--- config.mk ---
export PLATFORM = sky130hd
export DESIGN_NAME = lector_bcd_mm
export DESIGN_NICKNAME = d
export VERILOG_FILES = /design/src/rtl/reloj_pkg.sv /design/src/rtl/bcd_rdd_step.sv /design/src/rtl/lector_bcd_mm.sv
export SDC_FILE = /design/constraint.sdc
export NUM_CORES = 1
export LEC_CHECK = 0
export CAP_MARGIN = 20
export CORE_ASPECT_RATIO = 0.5
export CORE_MARGIN = 2
export CORE_UTILIZATION = 57
export CTS_CLUSTER_DIAMETER = 80
export CTS_CLUSTER_SIZE = 28
export DETAILED_ROUTE_END_ITERATION = 7
export GPL_TIMING_DRIVEN = 0
export PLACE_DENSITY = 0.9
export SETUP_SLACK_MARGIN = 0.05
export SLEW_MARGIN = 10
export SYNTH_ARGS = -nofsm -noshare
export SYNTH_HDL_FRONTEND = slang
export SYNTH_SLANG_ARGS = --single-unit
--- constraint.sdc ---
create_clock -name clk -period 4.05 [get_ports clk]
set_clock_uncertainty 0.15 [all_clocks]
set_input_delay 0.405 -clock clk [delete_from_list [all_inputs] [get_ports clk]]
set_output_delay 0.405 -clock clk [all_outputs]
set_load 0.05 [all_outputs]
--- src/rtl/reloj_pkg.sv ---
// Shared clock/calendar definitions: FSM encoding, BCD limits and range helper.
package reloj_pkg;

    localparam int unsigned BCD_DIGIT_MAX = 9;
    localparam int unsigned RDD_ITER      = 8;
    localparam int unsigned ITER_W        = 3;
    localparam int unsigned BIN_W         = 8;
    localparam int unsigned MM_MAX        = 59;
    localparam int unsigned HH_MAX        = 23;

    typedef enum logic [1:0] {
        ST_IDLE = 2'd0,
        ST_CONV = 2'd1,
        ST_DONE = 2'd2,
        ST_ERR  = 2'd3
    } state_e;

    typedef struct packed {
        logic [3:0] digit1;
        logic [3:0] digit0;
    } bcd2_t;

    // Both digits decimal and the two-digit value no larger than max_val.
    function automatic logic bcd2_in_range(input bcd2_t b, input logic [7:0] max_val);
        logic [7:0] v;
        v = (8'(b.digit1) * 8'd10) + 8'(b.digit0);
        return (b.digit1 <= 4'(BCD_DIGIT_MAX)) &&
               (b.digit0 <= 4'(BCD_DIGIT_MAX)) &&
               (v <= max_val);
    endfunction

endpackage

--- src/rtl/bcd_rdd_step.sv ---
// One reverse double-dabble iteration: shift {bcd,bin} right, then pull each
// BCD nibble that reached 8 or more back down by 3.
module bcd_rdd_step #(
    parameter int unsigned NDIG = 2,
    parameter int unsigned BW   = 8
) (
    input  logic [4*NDIG-1:0] bcd_i,
    input  logic [BW-1:0]     bin_i,
    output logic [4*NDIG-1:0] bcd_o,
    output logic [BW-1:0]     bin_o
);

    logic [4*NDIG-1:0] bcd_sh;

    always_comb begin
        {bcd_sh, bin_o} = {1'b0, bcd_i, bin_i[BW-1:1]};
        bcd_o = bcd_sh;
        for (int d = 0; d < int'(NDIG); d++) begin
            if (bcd_sh[4*d +: 4] >= 4'd8) begin
                bcd_o[4*d +: 4] = bcd_sh[4*d +: 4] - 4'd3;
            end
        end
    end

endmodule

--- src/rtl/lector_bcd_mm.sv ---
// Serial 2-digit BCD to binary reader with range check and valid/ready on
// both sides; result is ready to load into a minutes/hours counter.
module lector_bcd_mm
    import reloj_pkg::*;
#(
    parameter int unsigned N       = 6,
    parameter int unsigned MAX_VAL = 59
) (
    input  logic         clk,
    input  logic         reset,
    input  logic [7:0]   datos_in,
    input  logic         datos_in_valid,
    output logic         datos_in_ready,
    output logic [N-1:0] q_out,
    output logic         q_valid,
    input  logic         q_ready,
    output logic         error
);

    localparam logic [7:0] MAX_B = 8'(MAX_VAL);

    state_e            state_q, state_d;
    logic [7:0]        bcd_q, bcd_d;
    logic [BIN_W-1:0]  bin_q, bin_d;
    logic [ITER_W-1:0] iter_q, iter_d;
    logic [N-1:0]      q_out_q, q_out_d;
    logic              q_valid_q, q_valid_d;
    logic              error_q, error_d;

    logic [7:0]        step_bcd;
    logic [BIN_W-1:0]  step_bin;

    bcd_rdd_step #(
        .NDIG (2),
        .BW   (BIN_W)
    ) u_step (
        .bcd_i (bcd_q),
        .bin_i (bin_q),
        .bcd_o (step_bcd),
        .bin_o (step_bin)
    );

    always_ff @(posedge clk or negedge reset) begin
        if (!reset) begin
            state_q   <= ST_IDLE;
            bcd_q     <= '0;
            bin_q     <= '0;
            iter_q    <= '0;
            q_out_q   <= '0;
            q_valid_q <= 1'b0;
            error_q   <= 1'b0;
        end else begin
            state_q   <= state_d;
            bcd_q     <= bcd_d;
            bin_q     <= bin_d;
            iter_q    <= iter_d;
            q_out_q   <= q_out_d;
            q_valid_q <= q_valid_d;
            error_q   <= error_d;
        end
    end

    always_comb begin
        state_d   = state_q;
        bcd_d     = bcd_q;
        bin_d     = bin_q;
        iter_d    = iter_q;
        q_out_d   = q_out_q;
        q_valid_d = q_valid_q;
        error_d   = 1'b0;

        unique case (state_q)
            ST_IDLE: begin
                if (datos_in_valid) begin
                    if (bcd2_in_range(bcd2_t'(datos_in), MAX_B)) begin
                        state_d = ST_CONV;
                        bcd_d   = datos_in;
                        bin_d   = '0;
                        iter_d  = '0;
                    end else begin
                        state_d = ST_ERR;
                        error_d = 1'b1;
                    end
                end
            end
            ST_CONV: begin
                bcd_d  = step_bcd;
                bin_d  = step_bin;
                iter_d = iter_q + ITER_W'(1);
                // Final iteration: the step output already holds the full result.
                if (iter_q == ITER_W'(RDD_ITER - 1)) begin
                    state_d   = ST_DONE;
                    q_out_d   = N'(step_bin);
                    q_valid_d = 1'b1;
                end
            end
            ST_DONE: begin
                if (q_ready) begin
                    state_d   = ST_IDLE;
                    q_valid_d = 1'b0;
                end
            end
            ST_ERR: begin
                state_d = ST_IDLE;
            end
            default: begin
                state_d = ST_IDLE;
            end
        endcase
    end

    assign datos_in_ready = (state_q == ST_IDLE);
    assign q_out          = q_out_q;
    assign q_valid        = q_valid_q;
    assign error          = error_q;

endmodule

Word-level counts from Yosys, hierarchy flattened
Index checks and enable logic that the tools add are counted.
{ "totals": {"ff_bits": 29} }
{ "op_classes": {"addsub": 3, "multipliers": 1, "n_eq_ne": 8, "magnitude_cmp": 4, "n_reduce_logical": 9, "mux": 21} }
{ "ops": {"columns": ["cell", "n"], "rows": [
  ["$mux W8", 4],
  ["$pmux W8 S2", 2],
  ["$reduce_and A3 Y1", 3],
  ["$add A8 B4 Y8", 1],
  ["$le A4 B4 Y1 const B", 2],
  ["$le A8 B6 Y1 const B", 1],
  ["$mux W2", 4],
  ["$pmux W2 S4", 1],
  ["$mul A4 B3 Y7 const B", 1],
  ["$mux W3", 2],
  ["$ne A2 B2 Y1 const B", 3],
  ["$pmux W3 S2", 1],
  ["$mux W1", 5],
  ["$eq A2 B2 Y1 const B", 2],
  ["$ge A4 B4 Y1 const B", 1],
  ["$mux W4", 1],
  ["$reduce_bool A2 Y1", 2],
  ["$sub A4 B2 Y4 const B", 1],
  ["$add A3 B1 Y3 const B", 1],
  ["$eq A3 B3 Y1 const B", 1],
  ["$eq A2 B1 Y1 const B", 1],
  ["$logic_and A1 B1 Y1", 2],
  ["$logic_not A2 Y1", 1],
  ["$ne A2 B1 Y1 const B", 1],
  ["other kinds (2)", 2]
]} }

Depth between registers and ports, before layout
{ "depth": {"ltp_word": 7, "ltp_mapped": 10, "mapped_depth_nobuf": 9} }

Modules after synthesis
Synthesis repeated with hierarchy kept, for this count alone.
{ "hier_totals": {"hier_cells": 180, "area_unflattened_um2": 1715.4} }
{ "by_module_without_submodules": {"columns": ["module", "instances", "area_each_um2", "cells_each", "seq_area_each_um2"], "rows": [
  ["lector_bcd_mm", 1, 1545.2, 156, 725.7],
  ["bcd_rdd_step", 1, 170.2, 24, 0.0]
]} }

Least setup slack after synthesis
Ideal clock, no wire load.
{ "synth_timing": {"path_type": "input to register", "startpoint": "input port datos_in[5]", "endpoint": "register bcd_q[4]", "arrival_ns": 2.526, "setup_ns": 0.126, "path_slack_ns": 1.248, "cell_stages": 9, "cell_sequence": "ha_1 ha_1 inv_1 fa_1 a21bo_2 a32oi_1 a2111o_1 and4_4 a221o_1"} }
{ "synth_via": {"elab_chain_cells": 6} }
{ "synth_rtl": {"columns": ["element", "line_no", "text"], "rows": [
  ["start, declared", "lector_bcd_mm.sv:11", "input logic [7:0] datos_in,"],
  ["$mul A4 B3 Y7", "reloj_pkg.sv:26", "v = (8'(b.digit1) * 8'd10) + 8'(b.digit0);"],
  ["$add A8 B4 Y8", "reloj_pkg.sv:26", null],
  ["$le A8 B6 Y1", "reloj_pkg.sv:29", "(v <= max_val);"],
  ["$logic_and A1 B1 Y1 *", "reloj_pkg.sv:28", "(b.digit0 <= 4'(BCD_DIGIT_MAX)) &&"],
  ["$ne A2 B1 Y1 (no source line) *", null, null],
  ["$reduce_and A3 Y1 (no source line) *", null, null],
  ["end signal, assigned", "lector_bcd_mm.sv:46", "bcd_q <= '0;"],
  ["end signal, assigned", "lector_bcd_mm.sv:54", "bcd_q <= bcd_d;"],
  ["end, declared", "lector_bcd_mm.sv:23", "logic [7:0] bcd_q, bcd_d;"]
]} }
Mark *: on every way between the ends. The rest lies on a longest branch, timed or not.
A chain may end at the register's enable or synchronous reset.

Final worst setup path
Ends and elaborated chain as after synthesis.

==> results <==
- The flow ran to the end, and the final reports show no timing, DRC or antenna violations.
- The tree is rooted in a sky130_fd_sc_hd__clkbuf_8.
- In this run the remaining antenna-violating nets after routing total 0.
- Of the post-synthesis cell area, the dominant cell type holds 0.3857.
- The number of buffer cells added on primary ports is 20.
- After detailed routing, the number of vias per cell comes to 6.237.
- The standard cell core area is 3013 um^2.
- Counting distinct cell types in the post-synthesis netlist gives 41.
- The share of total power dissipated in the clock network is 0.155.
- The number of buffers inserted by hold repair at cts is 0.
- The total overflow left after global routing is 0.
- Setup repair after global routing left no endpoint under its margin.
- Of the total power, registers draw 0.320.
- The number of fill cells is 216.
- The worst vdd rail ir drop is 0.0003450 V.
- The number of failing setup endpoints in the final timing report is 0.
- The cell type contributing the most total cell area after synthesis is sky130_fd_sc_hd__dfrtp_1.
- The number of flops mapped to enable cells by yosys is 0.
- The maximum level of the CTS H-tree is 1.
- The kind of cell adding the most delay to the critical path is compound AO/OA/AOI/OAI gates.
- For the pin with the worst max-slew slack, the measured transition is 0.7876 ns.
- For this run, the number of Yosys warnings is 0.
- The data arrival time of the critical path is 3.25 ns.
- The first-pass GRT wire length is 6893 um.
- Once the clock tree was built, the setup fixing pass inserted 0 buffers.
- The final estimated routing congestion in global placement is 0.8738.
- Synthesis produced 176 cells.
- From left edge to right edge, the die measures 83.84 um.
- The global routing usage summed across all routing layers is 0.2368.
- The I/O pin total is 21.
- For this configuration, the core starts out at a cell density of 0.6030.
- The internal power of the cells totals 0.0008126 W.
- The number of antenna violations at the first check in global routing is 0.
- The clock tree from TritonCTS is done.
- The tool flagged a number of max-cap violations equal to 0.
- The overall die area is 3682 um^2.
- The cell with the largest stage delay on the worst path is sky130_fd_sc_hd__clkdlybuf4s50_1.
- Before antenna repair, the detailed router went through 4 iterations.
- In this run the critical register-to-register path is captured at q_out[4].
- In this run the tightest slew margin relative to its limit is 0.4733.
- The signal on the critical path passes through clkdlybuf4s50_1 -> ha_1 -> ha_1 -> inv_1 -> fa_1 -> a21bo_2 -> a32oi_1 -> a2111o_1 -> and4_4 -> a221o_1.
- The number of antenna diodes in the final layout is 0.
- The first routing iteration left 102 violations.
- The buffering stage count on the worst path with inverters included is 2.
- The number of DRC violations after detailed routing is 0.
- The wire-length estimate of the detail-placed layout is 2919 um.
- The net count after synthesis is 201.
- The worst hold path begins at q_out[1].
- The number of global-route vias before repair is 1,503.
- Counting I/O delays and the setup requirement, the final critical path takes 3.233 ns.
- The sink count of the clock tree is 28.
- The final critical-path share of the clock period is 0.7982.
- The fmax is 309.4 MHz.
- The maximum number of buffers from clock root to sink is 2.
- The number of max-slew violations in the final report came to 0.
- The critical path in this run is classified as in2reg.
- For this run, the slowest stage of the critical path takes 0.60 ns.
- The share of async-settable or async-resettable flops after synthesis is 1.000.
- The static leakage power is 0.9488 nW.
- The path class of the lowest-slack min-delay path is reg2reg.
- The number of hold-slack violations in the final timing report is 0.
- In this run the core area contains 14 standard-cell rows.
- The area added between synthesis and finish is 18.53%.
- The highest net fanout along the worst path is 5.
- In this design, the critical path's most frequently occurring cell is sky130_fd_sc_hd__ha_1.
- The vertical die dimension is 43.92 um.
- For this run, the leading register cell type out of synthesis is sky130_fd_sc_hd__dfrtp_1.
- After synthesis the netlist holds a flip-flop and latch count of 28.
- The total power consumption of the routed design is 0.001443 W.
- The library cells used most frequently in the layout, excluding fill and tap cells, are sky130_fd_sc_hd__dfrtp_1, sky130_fd_sc_hd__clkdlybuf4s50_1, sky130_fd_sc_hd__nand2b_1.
- The register-to-register setup slack is 2.01 ns.
- The worst-case reg-to-reg path depth is 5.
- Clock-pin slew was measured on the worst setup and hold paths at 0.10 ns.
- The combined area of all synthesized cells is 1817 um^2.
- The clock latency reported for the late side of the worst-skew pair is 0.28 ns.
- The critical path endpoint category is a flip-flop.
- The portion of the post-synthesis area used by sequential elements is 0.3857.
- In this run, post-CTS repair resized a total of 0 instances.
- The fraction of power spent switching nets is 0.4368.
- Along the worst hold path, the cell count comes to 1.
- The combinational share of power is 0.524.
- The total power per unit cell area is 670.1 nW/um^2.
- The switching power summed over all nets is 0.0006303 W.
- The worst hold path terminates at q_out[1].
- The total negative slack is 0 ns.
- The maximum number of pins on one net before global-route repair is 17.
- The most common cell after layout, fill and taps aside is sky130_fd_sc_hd__dfrtp_1.
- For this run, the post-layout net count is 227.
- The endpoint required time on the critical path is 4.07 ns.
- The via count is 1,503.
- By area the synthesized netlist is led by sky130_fd_sc_hd__dfrtp_1, sky130_fd_sc_hd__ha_1, sky130_fd_sc_hd__nand2b_1.
- The share of final-layout standard cells stronger than drive strength 1 is 0.1592.
- The routed length per placed instance is 16.40 um.
- The final wirelength is 3952 um.
- The element type at the critical path start is an input pin.
- The number of buffers added by the clock tree synthesis step is 3.
- The mean cell area of the mapped netlist is 10.32 um^2.
- The worst register-to-register path begins at state_q[1].
==> worst register-to-register path: stages (launching register included) <==
cell,delay [ns]
sky130_fd_sc_hd__dfrtp_1,0.39
sky130_fd_sc_hd__clkbuf_1,0.23
sky130_fd_sc_hd__nor2b_1,0.16
sky130_fd_sc_hd__clkbuf_1,0.30
sky130_fd_sc_hd__nand2_1,0.33
sky130_fd_sc_hd__mux2_2,0.37
==> flip-flops by register name, indices dropped and copies added (netlist names) <==
signal,cells
state_q,2
iter_q,3
bin_q,7
q_out,6
bcd_q,8
q_valid,1
error,1
==> power groups by stage <==
stage / sequential [W] / clock (W) / combinational [W]
after floorplan: 0.000566 / 0 / 0.000430
after global placement: 0.000457 / 0 / 0.000717
after detailed placement: 0.000466 / 0 / 0.000742
after CTS: 0.000462 / 0.000221 / 0.000754
after global routing: 0.000479 / 0.000232 / 0.000823
final: 0.000462 / 0.000224 / 0.000757
==> per-stage QoR <==
step,worst slack [ns],area (um^2),cells,utilization,hold slack (ns)
CTS,0.8204,2153,241,0.7147,0.3668
finish,0.8175,2153,241,0.7147,0.3678
detailed placement,0.5250,2082,237,0.6910,0.3431
global route,0.7105,2153,241,0.7147,0.4058
floorplan,1.248,1817,176,-,-0.04059
global placement,0.5742,2067,236,0.6860,0.3367
==> synth_stat cells, types with 2 or more instances <==
| library cell | number |
|---|---|
| sky130_fd_sc_hd__a32oi_1 | 2 |
| sky130_fd_sc_hd__mux2i_1 | 2 |
| sky130_fd_sc_hd__nor2b_1 | 2 |
| sky130_fd_sc_hd__xnor2_1 | 2 |
| sky130_fd_sc_hd__fa_1 | 2 |
| sky130_fd_sc_hd__a22oi_1 | 11 |
| sky130_fd_sc_hd__and3_1 | 4 |
| sky130_fd_sc_hd__o21ai_2 | 10 |
| sky130_fd_sc_hd__nor2_1 | 8 |
| sky130_fd_sc_hd__clkbuf_1 | 7 |
| sky130_fd_sc_hd__inv_1 | 8 |
| sky130_fd_sc_hd__o311ai_2 | 2 |
| sky130_fd_sc_hd__xor2_1 | 2 |
| sky130_fd_sc_hd__and4_4 | 2 |
| sky130_fd_sc_hd__nand3_1 | 5 |
| sky130_fd_sc_hd__a31oi_1 | 4 |
| sky130_fd_sc_hd__buf_2 | 2 |
| sky130_fd_sc_hd__ha_1 | 11 |
| sky130_fd_sc_hd__a221o_1 | 3 |
| sky130_fd_sc_hd__dfrtp_1 | 28 |
| sky130_fd_sc_hd__a211o_1 | 2 |
| sky130_fd_sc_hd__o21ai_0 | 3 |
| sky130_fd_sc_hd__a21oi_1 | 9 |
| sky130_fd_sc_hd__nand2b_1 | 14 |
| sky130_fd_sc_hd__nand2_1 | 9 |
| sky130_fd_sc_hd__and2_1 | 2 |
| sky130_fd_sc_hd__mux2_2 | 6 |
==> worst max path at each step <==
stage / from / end / slack (ns) / depth (start not counted)
2_1_floorplan: datos_in[5] / bcd_q[4] / 1.25 / 9
3_3_place_gp: datos_in[5] / bcd_q[4] / 0.57 / 10
3_5_place_dp: datos_in[5] / bcd_q[4] / 0.53 / 10
4_1_cts: datos_in[5] / bcd_q[5] / 0.82 / 10
5_1_grt: datos_in[5] / bcd_q[4] / 0.71 / 10
6_report: datos_in[5] / bcd_q[4] / 0.82 / 10
==> per-layer routing <==
metal / wire length, um / global-route usage / vias to the layer above
li1: - / - / 696
met1: 1726 / 0.2983 / 742
met2: 1957 / 0.4208 / 53
met3: 183 / 0.04952 / 12
met4: 86 / 0.07742 / 0
met5: 0 / 0 / -
==> cell families after synthesis <==
kind of cell	after synthesis	share of synthesized area
AOI/OAI and AO/OA	55	0.2452
DFF	28	0.3857
adders and majority gates	13	0.09780
muxes	8	0.04821
buffers and inverters	19	0.05372
and+or+nand+nor	49	0.1501
xor gates and xnor gates	4	0.01929
==> cell type report <==
type                            instances  area [um^2]  area share
Clock inverter                          1        30.03     0.01395
Clock buffer                            3        41.29     0.01917
Tap cell                               40        50.05     0.02324
Multi-Input combinational cell        129         1018      0.4730
Buffer                                 11        67.56     0.03138
Inverter                                8        30.03     0.01395
Timing Repair Buffer                   21        215.2     0.09994
Sequential cell                        28        700.7      0.3254
(Power assumes the default switching activity.)
==> variant 1, RTL diff (config.mk and constraints unchanged) <==
Change the package constant `BIN_W` from 8 to 12.
--- a/src/rtl/reloj_pkg.sv
+++ b/src/rtl/reloj_pkg.sv
@@ -6,3 +6,3 @@
     localparam int unsigned ITER_W        = 3;
-    localparam int unsigned BIN_W         = 8;
+    localparam int unsigned BIN_W         = 12;
     localparam int unsigned MM_MAX        = 59;
Function: changed (Yosys sat finds a counterexample within 10 cycles, from zero or initial values and one cycle with reset low).
==> variant 1 against the original RTL <==
Largest power group unchanged. Final area decreased by 1.4%. Area after synthesis down 2.8%. Fmax shrank 8.5%. Synthesized cell count down 12%. Power increased by 9.0%. Routed wire length decreased by 8.0%. Sequential power up 17%. Non-clock buffer count down 6. Highest routed layer unchanged. Sequential cell count increased by 4. Setup slack got worse by 0.30 ns.
==> variant 1: results (changes against the original RTL) <==
Worst R2R End -> bin_q[1]
Clock Tree Buf Depth -> 2 (unchanged)
sequential area share after synthesis -> 45.33% (+6.8 points)
gr usage total -> 22.73% (-0.95 points)
Antenna diodes -> 0 (unchanged)
DR vias/cell -> 5.879 (-5.7%)
clock slew at reported path FFs -> 0.07 ns (-0.03 ns)
synth cell count leaders -> dfrtp_1, a22o_1, a21oi_1, ha_1
Synth warnings -> 0 (unchanged)
HP Class -> in2async
Place WS -> 0.2288 ns (-0.2962 ns)
cell family with most CP delay -> compound AO/OA/AOI/OAI gates
DR pass1 iterations -> 4 (unchanged)
Detail Placement HPWL -> 2556 um (-12%)
vias in the first global route -> 1248 (-17%)
WL/cell -> 16.30 um (-0.62%)
Post-Synth XOR/XNOR Area -> 1.983% (+0.055 points)
Inserted Clock Buffers -> 5 (+2)
Nets -> 207 (-8.8%)
worst vdd ir -> 0.0003906 V (+13%)
Largest register FFs -> 11 (+3)
slowest CP cell -> fa_1
Async S/R FF share, synth -> 100.0% (unchanged)
mux cell area share after synthesis -> 6.091% (+1.3 points)
Buffers on Ports -> 20 (unchanged)
Synth Area in Adders -> 10.06% (+0.28 points)
Synth Area in Compound Gates -> 21.88% (-2.6 points)
outcome -> completed
GP Congestion -> 0.7558 (-14%)
Crit path largest cell delay -> 0.54 ns (-0.06 ns)
layout cells sized above 1 -> 12.02% (-3.9 points)
reg2reg path depth -> 6 (+1)
first-pass GRT wire length -> 5878 um (-15%)
postcts setup bufs -> 0 (unchanged)
Tmin final -> 3.534 ns (+0.3020 ns)
Largest Register -> bin_q
DRC -> 0 (unchanged)
CP Data Arrival Time -> 3.56 ns (+0.31 ns)
Cell variety after synth -> 39 (-4.9%)
P_leak -> 0.0009886 uW (+4.2%)
H-tree Lvls -> 2 (+1)
initial antenna violation count -> 0 (unchanged)
slew margin rel. -> 53.67% (+6.3 points)
largest net degree at the start of global routing -> 33 (+16)
Post-synth EDFFs -> 0 (unchanged)
Synth area leaders -> dfrtp_1, ha_1, a22o_1, mux2_2, a21oi_1
CTS resizes -> 0 (unchanged)
reg2reg setup slack -> 2.03 ns (+0.02 ns)
worst flop-to-flop path startpoint -> state_q[1]
DRT iter0 DRCs -> 99 (-2.9%)
Root Driver -> clkbuf_8
worst-path fanout max -> 8 (+3)
post-synth net total -> 180 (-10%)
Skew-Pair Late Insertion Delay -> 0.28 ns (about the same)
variant 1: cell count changes in the layout (fill, tap and decap cells not counted), sizes merged, moves of 3 or more:
cell	delta
a22o	+15
a22oi	-11
nand2b	-11
o21ai	-9
a31oi	-4
dfrtp	+4
nand3	-4
a211o	+3
a221o	-3
variant 1: power breakdown:
part | switching, uW | leakage (uW) | total [uW] | internal [uW]
registers | 87.2 | 0.000414 | 542 | 455
logic | 422 | 0.000520 | 725 | 303
clock network | 124 | 0.0000541 | 305 | 182
variant 1: cell type report:
type,instances,area (um2)
inverter,9,33.78
clock buffer,5,68.82
fill,199,854.6
timing repair buffer,20,195.2
clock inverter,3,42.54
multi-input combinational,108,900.9
tap,40,50.05
sequential,32,800.8
buffer,6,31.28
variant 1: worst max-delay path by stage:
stage | startpoint | endpoint | depth (start not counted)
2_1_floorplan | datos_in[5] | bcd_q[4] | 10
3_3_place_gp | datos_in[5] | bcd_q[5] | 11
3_5_place_dp | datos_in[5] | bcd_q[5] | 11
4_1_cts | datos_in[5] | bcd_q[5] | 11
5_1_grt | datos_in[5] | bcd_q[5] | 11
6_report | datos_in[5] | bcd_q[5] | 11
variant 1: logic make-up (layout without fill, tap and decap cells):
| logic type | after synthesis | in the layout |
|---|---|---|
| adder cells (fa/ha/maj) | 13 | 13 |
| buffers and inverters | 15 | 43 |
| XOR/XNOR | 4 | 4 |
| AO/OA/AOI/OAI | 47 | 47 |
| flip-flops | 32 | 32 |
| multiplexers | 10 | 10 |
| AND/OR/NAND/NOR | 34 | 34 |
variant 1: routing by layer:
| layer | up-vias | routed length, um | GRT usage (%) |
|---|---|---|---|
| met4 | 0 | 50 | 10.82 |
| met3 | 6 | 140 | 6.042 |
| met1 | 654 | 1687 | 30.14 |
| met5 | - | 0 | 0 |
| met2 | 29 | 1755 | 35.48 |
| li1 | 622 | - | - |
variant 1: through the flow:
step / std cells / hold slack (ns) / area (um2)
after global routing: 223 / 0.08165 / 2123
after floorplan: 155 / -0.04059 / 1767
final: 223 / 0.009106 / 2123
after CTS: 223 / 0.03883 / 2123
after detailed placement: 215 / 0.3380 / 2012
after global placement: 215 / 0.3287 / 2017
==> variant 2, RTL diff (config.mk and constraints unchanged) <==
Made on the original files. The 4 states of `state_e` get a Gray code encoding in 2 bits.
--- a/src/rtl/reloj_pkg.sv
+++ b/src/rtl/reloj_pkg.sv
@@ -11,6 +11,6 @@
     typedef enum logic [1:0] {
-        ST_IDLE = 2'd0,
-        ST_CONV = 2'd1,
-        ST_DONE = 2'd2,
-        ST_ERR  = 2'd3
+        ST_IDLE = 2'b00,
+        ST_CONV = 2'b01,
+        ST_DONE = 2'b11,
+        ST_ERR  = 2'b10
     } state_e;
Check against the original RTL: same outputs for any inputs over 10 cycles, from zero or initial values and one cycle with reset low; not proved beyond that.
==> variant 2 against the original RTL <==
Die area decreased by 14%. Area after synthesis fell by 15%. Critical path type unchanged. Routed wire length shrank 25%. Setup slack lost 0.30 ns. Sequential cell count is the same. Final area down 13%. Power decreased by 13%.
==> variant 2: results (changes against the original RTL) <==
Place WS -> 0.2567 ns (-0.2683 ns)
total detailed-routing wirelength -> 2951 um (-25%)
sequential area share after synthesis -> 45.49% (+6.9 points)
Detail Placement HPWL -> 2157 um (-26%)
Antenna diodes -> 0 (unchanged)
Largest Register -> bcd_q
DR pass1 iterations -> 4 (unchanged)
clock slew at reported path FFs -> 0.09 ns
Net Sw Power -> 470.5 uW (-25%)
DRT iter0 DRCs -> 32 (-69%)
GP Congestion -> 0.8402 (-3.8%)
CTS resizes -> 0 (unchanged)
fillers -> 193 (-11%)
WL/cell -> 14.90 um (-9.1%)
Synth area leaders -> dfrtp_1, mux2_2, ha_1, a22o_1, a21oi_1
first-pass GRT wire length -> 4843 um (-30%)
Nets -> 187 (-18%)
largest net degree at the start of global routing -> 18 (+1)
postcts setup bufs -> 0 (unchanged)
initial antenna violation count -> 0 (unchanged)
Worst Max-Slew Pin Slew -> 0.7868 ns (-0.0008165 ns)
post-synth net total -> 161 (-20%)
CP Data Arrival Time -> 3.54 ns (+0.29 ns)
outcome -> completed
Synth warnings -> 0 (unchanged)
worst-path fanout max -> 8 (+3)
Buffers on Ports -> 20 (unchanged)
synth cell count leaders -> dfrtp_1, mux2_2, ha_1
HP Class -> reg2reg
P_leak -> 0.0008612 uW (-9.2%)
Clock Tree Buf Depth -> 2 (unchanged)
worst vdd ir -> 0.0002782 V (-19%)
Cell variety after synth -> 35 (-15%)
gr usage total -> 20.24% (-3.4 points)
Largest register FFs -> 8 (unchanged)
layout cells sized above 1 -> 15.53% (-0.39 points)
vias -> 1131 (-25%)
post-synthesis cell count -> 136 (-23%)
==> variant 2: cell count changes after synthesis, sizes merged, moves of 3 or more <==
cell | unedited run | this run
mux2 | 6 | 14
a22o | 0 | 9
o21ai | 13 | 10
nor2 | 8 | 3
clkbuf | 7 | 3
nand2b | 14 | 1
and3 | 5 | 0
a221o | 3 | 0
a31oi | 4 | 1
nand3 | 5 | 2
a22oi | 11 | 0
==> variant 2: worst paths after layout <==
kind | end | start | slack [ns] | depth (start not counted)
setup / recovery | bcd_q[4] | datos_in[7] | 0.52 | 12
hold / removal | bcd_q[5] | bcd_q[5] | 0.36 | 1
setup reg to reg | q_out[3] | iter_q[0] | 2.36 | 4
hold reg to reg | bcd_q[5] | bcd_q[5] | 0.36 | 1
max in group asynchronous | q_out[4] | reset | 2.77 | 2
min in group asynchronous | error | reset | 0.43 | 1
==> variant 2: cell families after synthesis <==
family          count (synthesis)  share of synthesized area [%]
flops                          28                          45.49
buf+inv                        12                          3.493
compound gates                 39                          17.87
mux                            16                          11.54
xor+xnor                        4                          2.275
fa+ha+maj                      13                          11.54
simple gates                   24                          7.800
==> variant 2: cell type report <==
| class | count | share of cell area, % |
|---|---|---|
| well taps | 37 | 2.472 |
| clock inverters | 1 | 1.603 |
| multi-input cells | 96 | 41.95 |
| inverters | 7 | 1.403 |
| clock buffers | 3 | 2.204 |
| plain buffers | 5 | 1.470 |
| repair buffers | 21 | 11.49 |
| flip-flops and latches | 28 | 37.41 |
==> variant 2: worst max-delay path, stage by stage <==
cell and delay, ns:
clkdlybuf4s50_1 0.62, ha_1 0.29, ha_1 0.21, inv_1 0.07, fa_1 0.46, nor2b_1 0.22, a21oi_1 0.09, a211o_1 0.30
nand4_1 0.17, nor2_2 0.07, o21bai_4 0.26, mux2_2 0.38
==> variant 2: power by group through the flow <==
stage	clock network (uW)	registers [uW]	logic, uW
finish	216	468	570
global route	232	483	616
CTS	220	468	573
detailed placement	0	469	567
global placement	0	463	539
floorplan	0	507	375
==> variant 2: stage by stage <==
stage                     cell area [um2]  util (%)
final                                1873     72.42
after global routing                 1873     72.42
after CTS                            1873     72.42
after detailed placement             1802     69.67
after global placement               1787     69.09
after floorplan                      1540         -
==> variant 2: metal layers <==
metal	wire length (um)	GRT usage (%)
met1	1345	23.87
met2	1466	40.00
met3	85	3.965
met4	54	6.250
met5	0	0
